**config.mk**
```make
export PLATFORM = sky130hd
export DESIGN_NAME = wb_unit
export DESIGN_NICKNAME = d
export VERILOG_FILES = /design/src/rtl/wb_pkg.sv /design/src/rtl/wb_load_ext.sv /design/src/rtl/wb_unit.sv
export SDC_FILE = /design/constraint.sdc
export NUM_CORES = 1
export LEC_CHECK = 0
export CAP_MARGIN = 20
export CORE_ASPECT_RATIO = 0.7
export CORE_MARGIN = 2
export CORE_UTILIZATION = 53
export DETAILED_ROUTE_END_ITERATION = 10
export MAX_ROUTING_LAYER = met4
export PLACE_DENSITY = 0.86
export SYNTH_ARGS = -nofsm -noshare
export SYNTH_HDL_FRONTEND = slang
export SYNTH_HIERARCHICAL = 1
export SYNTH_SLANG_ARGS = --single-unit
```
**constraint.sdc**
```tcl
create_clock -name clk -period 10.4 [get_ports clk]
set_clock_uncertainty 0.1 [all_clocks]
set_input_delay 1.04 -clock clk [delete_from_list [all_inputs] [get_ports clk]]
set_output_delay 1.04 -clock clk [all_outputs]
set_load 0.01 [all_outputs]
```
**src/rtl/wb_pkg.sv**
```systemverilog
// wb_pkg: shared encodings for the MIPS writeback stage.
//   wsrc_e      : result-source select carried on m_wsrc (values 5-7 select zero)
//   ld_e        : load-extension op carried on m_load_op (unlisted values act as word)
//   PC_LINK_OFS : link-address offset added to the PC for the pc+8 source
package wb_pkg;

  typedef enum logic [2:0] {
    WSRC_ALU = 3'd0,
    WSRC_MEM = 3'd1,
    WSRC_IMM = 3'd2,
    WSRC_PC8 = 3'd3,
    WSRC_MDU = 3'd4
  } wsrc_e;

  typedef enum logic [2:0] {
    LD_W  = 3'd0,
    LD_B  = 3'd1,
    LD_BU = 3'd2,
    LD_H  = 3'd3,
    LD_HU = 3'd4
  } ld_e;

  localparam int unsigned PC_LINK_OFS = 8;

endpackage

```
**src/rtl/wb_load_ext.sv**
```systemverilog
// wb_load_ext: combinational sub-word load extension.
//   load_op : ld_e encoding (word / lb / lbu / lh / lhu, others word)
//   boff    : byte offset of the access; halfword ops ignore boff[0]
//   raw     : aligned memory word
//   ext     : selected lane, sign- or zero-extended to XLEN
module wb_load_ext
  import wb_pkg::*;
#(
  parameter int unsigned XLEN = 32
) (
  input  logic [2:0]                 load_op,
  input  logic [$clog2(XLEN/8)-1:0]  boff,
  input  logic [XLEN-1:0]            raw,
  output logic [XLEN-1:0]            ext
);

  localparam int unsigned BW = $clog2(XLEN/8);

  logic [XLEN-1:0] w_bsh;
  logic [XLEN-1:0] w_hsh;
  logic [7:0]      w_byte;
  logic [15:0]     w_half;

  // Shift the selected lane down to bit 0; halfword lane index is boff>>1.
  assign w_bsh  = raw >> {boff, 3'b000};
  assign w_hsh  = raw >> {boff[BW-1:1], 4'b0000};
  assign w_byte = w_bsh[7:0];
  assign w_half = w_hsh[15:0];

  always_comb begin
    ext = raw;
    case (load_op)
      LD_B:    ext = {{(XLEN-8){w_byte[7]}}, w_byte};
      LD_BU:   ext = {{(XLEN-8){1'b0}}, w_byte};
      LD_H:    ext = {{(XLEN-16){w_half[15]}}, w_half};
      LD_HU:   ext = {{(XLEN-16){1'b0}}, w_half};
      default: ext = raw;
    endcase
  end

endmodule

```
**src/rtl/wb_unit.sv**
```systemverilog
// wb_unit: writeback stage of the five-stage MIPS pipeline.
// Owns the M/W register (stall/flush), load extension, result-source select,
// destination resolution (incl. compare-selected destination) and drives the
// register-file write port, which doubles as the W-stage forwarding bus (Tnew=0).
// Ports:
//   clk, reset (sync, active-low), w_stall, w_flush
//   m_valid, m_pc, m_alu, m_mdu, m_imm, m_mem, m_cmp, m_wsrc, m_wen,
//   m_wdst, m_wdst_alt, m_cond_dst, m_load_op, m_boff   : M-stage inputs
//   rf_we, rf_waddr, rf_wdata                           : register-file write port
//   w_pc, w_valid                                       : W-stage status
//   retire_cnt                                          : only with WB_RETIRE_CNT_EN
// Optional feature macro: WB_RETIRE_CNT_EN (retired-instruction counter).
module wb_unit
  import wb_pkg::*;
#(
  parameter int unsigned      XLEN     = 32,
  parameter int unsigned      RAW      = 5,
  parameter logic [XLEN-1:0]  RESET_PC = 32'h0000_3000,
  parameter int unsigned      RCNT_W   = 32
) (
  input  logic                       clk,
  input  logic                       reset,
  input  logic                       w_stall,
  input  logic                       w_flush,
  input  logic                       m_valid,
  input  logic [XLEN-1:0]            m_pc,
  input  logic [XLEN-1:0]            m_alu,
  input  logic [XLEN-1:0]            m_mdu,
  input  logic [XLEN-1:0]            m_imm,
  input  logic [XLEN-1:0]            m_mem,
  input  logic [XLEN-1:0]            m_cmp,
  input  logic [2:0]                 m_wsrc,
  input  logic                       m_wen,
  input  logic [RAW-1:0]             m_wdst,
  input  logic [RAW-1:0]             m_wdst_alt,
  input  logic                       m_cond_dst,
  input  logic [2:0]                 m_load_op,
  input  logic [$clog2(XLEN/8)-1:0]  m_boff,
  output logic                       rf_we,
  output logic [RAW-1:0]             rf_waddr,
  output logic [XLEN-1:0]            rf_wdata,
  output logic [XLEN-1:0]            w_pc,
  output logic                       w_valid
`ifdef WB_RETIRE_CNT_EN
  ,
  output logic [RCNT_W-1:0]          retire_cnt
`endif
);

  localparam int unsigned BW = $clog2(XLEN/8);

  logic            r_valid;
  logic [XLEN-1:0] r_pc;
  logic [XLEN-1:0] r_alu;
  logic [XLEN-1:0] r_mdu;
  logic [XLEN-1:0] r_imm;
  logic [XLEN-1:0] r_mem;
  logic [XLEN-1:0] r_cmp;
  logic [2:0]      r_wsrc;
  logic            r_wen;
  logic [RAW-1:0]  r_wdst;
  logic [RAW-1:0]  r_wdst_alt;
  logic            r_cond_dst;
  logic [2:0]      r_load_op;
  logic [BW-1:0]   r_boff;

  logic [XLEN-1:0] w_ext;
  logic [XLEN-1:0] w_res;
  logic [RAW-1:0]  w_dst;
  logic            w_we;

  // Flush only kills valid/wen; payload fields are left as they were.
  always_ff @(posedge clk) begin
    if (!reset) begin
      r_valid    <= 1'b0;
      r_pc       <= RESET_PC;
      r_alu      <= '0;
      r_mdu      <= '0;
      r_imm      <= '0;
      r_mem      <= '0;
      r_cmp      <= '0;
      r_wsrc     <= WSRC_ALU;
      r_wen      <= 1'b0;
      r_wdst     <= '0;
      r_wdst_alt <= '0;
      r_cond_dst <= 1'b0;
      r_load_op  <= LD_W;
      r_boff     <= '0;
    end else if (w_flush) begin
      r_valid <= 1'b0;
      r_wen   <= 1'b0;
    end else if (!w_stall) begin
      r_valid    <= m_valid;
      r_pc       <= m_pc;
      r_alu      <= m_alu;
      r_mdu      <= m_mdu;
      r_imm      <= m_imm;
      r_mem      <= m_mem;
      r_cmp      <= m_cmp;
      r_wsrc     <= m_wsrc;
      r_wen      <= m_wen;
      r_wdst     <= m_wdst;
      r_wdst_alt <= m_wdst_alt;
      r_cond_dst <= m_cond_dst;
      r_load_op  <= m_load_op;
      r_boff     <= m_boff;
    end
  end

  wb_load_ext #(.XLEN(XLEN)) u_load_ext (
    .load_op (r_load_op),
    .boff    (r_boff),
    .raw     (r_mem),
    .ext     (w_ext)
  );

  always_comb begin
    w_res = '0;
    case (r_wsrc)
      WSRC_ALU: w_res = r_alu;
      WSRC_MEM: w_res = w_ext;
      WSRC_IMM: w_res = r_imm;
      WSRC_PC8: w_res = r_pc + XLEN'(PC_LINK_OFS);
      WSRC_MDU: w_res = r_mdu;
      default:  w_res = '0;
    endcase
  end

  // Compare-selected destination uses the extended load value, full width signed.
  always_comb begin
    w_dst = r_wdst;
    if (r_cond_dst && ($signed(r_cmp) < $signed(w_ext)))
      w_dst = r_wdst_alt;
  end

  assign w_we = r_valid & r_wen & (w_dst != '0);

  always_comb begin
    rf_we    = w_we;
    rf_waddr = w_we ? w_dst : '0;
    rf_wdata = w_res;
  end

  assign w_pc    = r_pc;
  assign w_valid = r_valid;

`ifdef WB_RETIRE_CNT_EN
  logic [RCNT_W-1:0] r_retire_cnt;

  // W leaves the stage on any unstalled edge, whether replaced by M or a bubble.
  always_ff @(posedge clk) begin
    if (!reset)
      r_retire_cnt <= '0;
    else if (r_valid && !w_stall)
      r_retire_cnt <= r_retire_cnt + 1'b1;
  end

  assign retire_cnt = r_retire_cnt;
`else
  logic [RCNT_W-1:0] w_unused_rcnt;
  assign w_unused_rcnt = '0;
`endif

endmodule

```
==> results of run 1 <==
==> cells in the mapped netlist (all sizes together) (3+ instances only) <==
cell	n	area, um^2
nand2b	5	31.28
a221oi	11	113.9
and4	3	26.28
nand2	475	1783
a21boi	209	1569
clkbuf	85	319.1
xnor2	7	61.31
dfxtp	213	4264
a21o	20	150.1
xor2	22	192.7
buf	13	76.32
or4	4	30.03
a22o	8	70.07
a21oi	12	60.06
nand4	11	68.82
o21a	9	67.56
o21ai	25	128.9
nand3	16	80.08
mux2	3	41.29
a211oi	7	52.55
mux2i	27	282.8
nor2	17	66.32
inv	39	146.4
a221o	13	130.1
o221ai	8	70.07
o211ai	19	142.6
a22oi	36	270.3
ha	32	400.4
==> path summary, 6_finish.rpt <==
kind	to	cells past startpoint
max	rf_waddr[2]	15
min	r_imm[8]	2
max reg2reg	r_load_op[2]	2
min reg2reg	r_imm[8]	2
==> worst reg2reg max path: cells and delay by family, from the launching register on <==
kind               cells  cell delay, ps
AOI/OAI and AO/OA      1             200
DFF                    1             820
and+or+nand+nor        1              90
==> where the power goes <==
| part | switching (mW) | total [mW] | internal (mW) |
|---|---|---|---|
| clock network | 0.334 | 0.907 | 0.573 |
| registers | 0.0425 | 0.896 | 0.854 |
| logic | 0.151 | 0.326 | 0.175 |
==> sequential cells by signal, indices dropped and copies added, names as in the netlist <==
register	flops
r_boff	2
r_cmp	32
r_mdu	32
w_pc	32
r_cond_dst	1
r_mem	32
r_wsrc	3
r_imm	32
r_alu	32
r_load_op	3
r_wdst_alt	5
w_valid	1
r_wen	1
r_wdst	5
==> layout make-up <==
class                   instances  area share (%)
clock buffers                  30           4.285
clock inverters                 9           1.324
inverters                      39          0.9928
multi-input cells            1027           41.93
flip-flops and latches        213           28.92
well taps                     270           2.291
repair buffers                300           20.26
==> metal layers <==
metal | GRT usage (%) | wire, um | part of all wire, % | vias to the layer above
met1 | 43.61 | 15950 | 44 | 5168
met4 | 7.341 | 781 | 2.2 | 0
met5 | - | 0 | 0 | -
met3 | 6.258 | 3128 | 8.7 | 57
li1 | - | - | - | 5159
met2 | 52.01 | 16200 | 45 | 447
==> stage by stage <==
step / std cells / util (%)
6_report: 1888 / 73.48
5_1_grt: 1888 / 73.48
4_1_cts: 1887 / 73.34
3_5_place_dp: 1848 / 69.22
3_3_place_gp: 1848 / 69.22
2_1_floorplan: 1377 / -
==> kinds of logic (layout without fill, tap and decap cells) <==
logic type	count (synthesis)	count (layout)	synth area share [%]
AO/OA/AOI/OAI	385	385	26.50
buffers and inverters	137	378	4.943
multiplexers	32	32	3.368
AND/OR/NAND/NOR	548	548	20.23
adder cells (fa/ha/maj)	33	33	3.744
XOR/XNOR	29	29	2.317
flip-flops	213	213	38.90
==> results.sh, run 1 <==
export IMPL_final_common_cell="nand2_1"
export IMPL_setup_viol=0
export IMPL_num_rows=43
export IMPL_worstSkewPairLatency_ps=510
export IMPL_max_freq_ghz=0.1579
export IMPL_fin_ws_ps=4066
export IMPL_synthCells=1377
export IMPL_multiInputGateArea_um2=6182
export IMPL_cts_path_max_buffers=3
export IMPL_critPathCaptureType="output port"
export IMPL_crit_start="r_boff[1]"
export IMPL_io_pins=288
export IMPL_fin_tns_setup_ps=0
export IMPL_rsz0062_at_grt="no"
export IMPL_drtAntennaViolNets=0
export IMPL_drive_gt1_share_pct=4.265
export IMPL_wl_per_cell_um=19.10
export IMPL_ff2ff_setup_slack_ps=9110
export IMPL_powerDensity_nw_per_um2=144.4
export IMPL_whs_ps=369.1
export IMPL_grt_ovfl_total=0
export IMPL_final_hold_viol_count=0
export IMPL_first_pass_iters=5
export IMPL_grt_use_total_pct=32.79
export IMPL_cts_setup_buffers=0
export IMPL_syn_avg_cell_area_um2=7.960
export IMPL_grt_max_degree=110
export IMPL_start_util_pct=54.62
export IMPL_clock_sinks=213
export IMPL_vias=10830
export IMPL_drt_initial_drc_count=973
export IMPL_die_width_um=175.9
export IMPL_r2r_start="r_load_op[2]"
export IMPL_tritoncts="built"
export IMPL_postCtsHoldBufs=0
export IMPL_dp_slack_ps=4674
export IMPL_hp_start="r_imm[8]"
export IMPL_crit_family="compound AO/OA/AOI/OAI gates"
export IMPL_io_buffers=287
export IMPL_final_nets=1852
export IMPL_holdCritPathClass="register to register"
export IMPL_path_class="register to output port"
export IMPL_hpwl_um=26370
export IMPL_path_buf_inv=3
export IMPL_crit_fanout=15
export IMPL_post_cts_resized=0
export IMPL_drcViolationCount=0
export IMPL_placed_area_um2=13890
export IMPL_cp_data_required_time_ps=9260
export IMPL_worst_slew_pin_slew_ps=1085
export IMPL_synthesis_nets=1626
export IMPL_crit_arrival_ps=5190
export IMPL_p_leak_nw=5.319
export IMPL_synth_ff_type="dfxtp_1"
export IMPL_synth_distinct_cells=57
export IMPL_routed_wl_um=36060
export IMPL_design_core_area_um2=20070
export IMPL_synth_warnings=6
export IMPL_gp_congestion=0.9408
export IMPL_max_stage_delay_ps=700
export IMPL_synth_area_um2=10960
export IMPL_drv_slew=0
export IMPL_power_total_mw=2.129
export IMPL_clk_pin_slew_worst_paths_ps=60
export IMPL_async_flop_share_pct=0
export IMPL_min_period_over_period_pct=60.91
export IMPL_diodes=0
export IMPL_die_area_um2=21860
export IMPL_grt_pass1_vias=10350
export IMPL_vdd_drop_max_mv=0.1019
export IMPL_final_cell_mix="nand2_1 (475), clkdlybuf4s50_1 (286), dfxtp_1 (213)"
export IMPL_path_cells="buf_4 -> nor2b_1 -> a221oi_4 -> a211oi_1 -> a221o_1 -> inv_1 -> ha_1 -> nand4_1 -> or4_1 -> o32ai_1 -> a211o_2 -> a31oi_4 -> mux2i_4 -> mux2i_1 -> clkdlybuf4s50_1"
export IMPL_cts_htree_levels=1
export IMPL_syn2layout_area_growth_pct=34.53
export IMPL_avgViaCountPerCell=5.737
export IMPL_synth_edf_count=0
export IMPL_cts_root_buf="clkbuf_16"
export IMPL_synth_seq_cells=213
export IMPL_relSlewSlack_pct=27.38
export IMPL_maxCapViolCount=0
export IMPL_stdcell_area_um2=14750
export IMPL_cts_buffers=22
export IMPL_outcome="finished, final reports clean"
export IMPL_cpMaxStageDelayCell="dfxtp_1"
export IMPL_yosysSeqAreaShare_pct=38.90
export IMPL_start_kind="register"
export IMPL_die_height_um=124.3
export IMPL_grt_first_pass_wirelength_um=55680
export IMPL_nFillCells=1566
export IMPL_ff_latch_area_um2=4264
export IMPL_antenna_found_initial=0
export IMPL_min_period_ps=6334
Note: power is estimated with default switching activity, not from simulation.
==> inputs of run 2 (changes only) <==
--- a/config.mk
+++ b/config.mk
@@ -8,10 +8,10 @@
 export CAP_MARGIN = 20
 export CORE_ASPECT_RATIO = 0.7
 export CORE_MARGIN = 2
-export CORE_UTILIZATION = 53
+export CORE_UTILIZATION = 49
 export DETAILED_ROUTE_END_ITERATION = 10
 export MAX_ROUTING_LAYER = met4
-export PLACE_DENSITY = 0.86
+export PLACE_DENSITY = 0.8
 export SYNTH_ARGS = -nofsm -noshare
 export SYNTH_HDL_FRONTEND = slang
 export SYNTH_HIERARCHICAL = 1
==> constraint.sdc (replaced) <==
create_clock -name clk -period 5.9 [get_ports clk]
set_clock_uncertainty 0.1 [all_clocks]
set_input_delay 0.59 -clock clk [delete_from_list [all_inputs] [get_ports clk]]
set_output_delay 0.59 -clock clk [all_outputs]
set_load 0.01 [all_outputs]
==> run 2 against run 1 <==
Sequential cell count unchanged; count of clock-buffer cells in the layout unchanged; final area about the same; utilization decreased by 5.8 points; non-clock buffer count unchanged; sequential share of layout area about the same; wire length increased by 1.3%; power increased by 72%; die area increased by 7.9%; clock power increased by 66%; largest cell class unchanged; highest routed layer unchanged.
==> results.sh, run 2 (same netlist as run 1, synthesis figures left out) <==
export IMPL_design_core_area_um2=21790
export IMPL_die_width_um=182.8
export IMPL_crit_fanout=16
export IMPL_seq_power_share_pct=43.1
export IMPL_setup_viol=0
export IMPL_cts_htree_levels=1
export IMPL_swShare_pct=25.87
export IMPL_clock_sinks=213
export IMPL_avgViaCountPerCell=5.634
export IMPL_drcViolationCount=0
export IMPL_pwr_share_comb_pct=15.7
export IMPL_tritoncts="built"
export IMPL_dp_slack_ps=717.7
export IMPL_cts_setup_buffers=0
export IMPL_grt_pass1_vias=10140
export IMPL_intPower_mw=2.721
export IMPL_start_util_pct=50.30
export IMPL_powerDensity_nw_per_um2=249.0
export IMPL_final_hold_viol_count=0
export IMPL_start_kind="register"
export IMPL_cp_data_required_time_ps=5210
export IMPL_grt_max_degree=204
export IMPL_ff2ff_setup_slack_ps=4740
export IMPL_relSlewSlack_pct=30.65
export IMPL_first_pass_iters=5
export IMPL_min_period_over_period_pct=95.47
export IMPL_power_total_mw=3.671
export IMPL_cts_path_max_buffers=3
export IMPL_final_cell_mix="nand2_1 (475), clkdlybuf4s50_1 (286), dfxtp_1 (211)"
export IMPL_gp_congestion=0.9174
export IMPL_die_area_um2=23600
export IMPL_hpwl_um=26360
export IMPL_clk_pin_slew_worst_paths_ps=60
export IMPL_syn2layout_area_growth_pct=34.49
export IMPL_die_height_um=129.1
export IMPL_vias=10720
export IMPL_io_pins=288
export IMPL_p_leak_nw=5.309
export IMPL_grt_ovfl_total=0
export IMPL_hold_path_depth=2
export IMPL_power_net_switching_uw=949.6
export IMPL_drtAntennaViolNets=0
export IMPL_routed_wl_um=36530
export IMPL_antenna_found_initial=2
export IMPL_holdCritPathClass="register to register"
export IMPL_rr_worst_depth=2
export IMPL_worstSkewPairLatency_ps=510
export IMPL_cts_root_buf="clkbuf_16"
export IMPL_fin_tns_setup_ps=0
export IMPL_max_freq_ghz=0.1775
export IMPL_final_nets=1852
export IMPL_path_class="register to output port"
export IMPL_wl_per_cell_um=19.20
export IMPL_critPathCaptureType="output port"
export IMPL_maxCapViolCount=0
export IMPL_fin_ws_ps=267.4
export IMPL_whs_ps=366.0
export IMPL_drive_gt1_share_pct=4.571
export IMPL_cts_buffers=22
export IMPL_outcome="finished, final reports clean"
export IMPL_num_rows=45
export IMPL_final_common_cell="nand2_1"
export IMPL_grt_first_pass_wirelength_um=55970
export IMPL_io_buffers=287
export IMPL_nFillCells=1840
export IMPL_min_period_ps=5633
export IMPL_worst_slew_pin_slew_ps=1040
export IMPL_clockPowerShare_pct=41.3
export IMPL_rsz0062_at_grt="no"
export IMPL_crit_arrival_ps=4940
export IMPL_vdd_drop_max_mv=0.1897
export IMPL_drv_slew=0
export IMPL_drt_initial_drc_count=931
export IMPL_grt_use_total_pct=30.96
run 2: cell types whose count changed in the layout (fill, tap and decap cells not counted), sizes merged:
cell,before,now
bufinv,6,3
clkinv,3,6
clkinvlp,0,1
diode,0,2
run 2: path summary, 6_finish.rpt:
| path | end | start |
|---|---|---|
| worst max-delay path | rf_we | r_boff[1] |
| worst min-delay path | r_imm[25] | r_imm[25] |
| worst max register to register | r_wsrc[1] | r_wsrc[1] |
| worst min register to register | r_imm[25] | r_imm[25] |
run 2: per-layer routing:
layer | global-route usage (%) | vias to the layer above | part of all wire [%]
met5 | - | - | 0
met3 | 5.396 | 66 | 7.7
li1 | - | 5170 | -
met1 | 41.74 | 5051 | 46
met2 | 48.27 | 435 | 44
met4 | 8.207 | 0 | 2.7
run 2: power groups by stage:
stage          logic (mW)  registers [mW]  clock network [mW]
2_1_floorplan       0.298            1.58                   0
3_3_place_gp        0.560            1.61                   0
3_5_place_dp        0.568            1.61                   0
4_1_cts             0.573            1.58                1.53
5_1_grt             0.625            1.59                1.59
6_report            0.575            1.58                1.51
run 2: timing repair:
action / 4_1_cts / 5_1_grt
resized for setup: 0 / 2
endpoints found under the setup margin: 0 / 6
hold endpoints to repair: 0 / 0
hold buffers: 0 / 0
run 2: final cells by class:
| type | count | area, um^2 | area share (%) |
|---|---|---|---|
| Clock inverter | 10 | 135.1 | 0.9167 |
| Antenna cell | 2 | 5.005 | 0.03395 |
| Timing Repair Buffer | 300 | 3000 | 20.35 |
| Inverter | 39 | 146.4 | 0.9931 |
| Sequential cell | 213 | 4267 | 28.94 |
| Tap cell | 282 | 352.8 | 2.394 |
| Multi-Input combinational cell | 1027 | 6182 | 41.94 |
| Clock buffer | 30 | 651.9 | 4.422 |
run 2: critical path, cell delays in order, from the launching register on:
cell,delay [ps]
dfxtp_1,570
buf_4,350
mux2i_1,140
o21a_1,200
a211oi_1,240
a221o_1,200
inv_1,60
ha_1,270
nand4_1,110
or4_1,540
o32ai_1,240
a211o_2,200
a31oi_4,110
mux2i_4,360
mux2i_1,260
clkdlybuf4s50_1,560
run 2: through the flow:
stage,utilization (%),cell area (um^2),cells
after global routing,67.65,14740,1903
after CTS,67.55,14720,1900
after global placement,63.93,13930,1860
after floorplan,-,10960,1377
after detailed placement,63.93,13930,1860
final,67.65,14740,1903
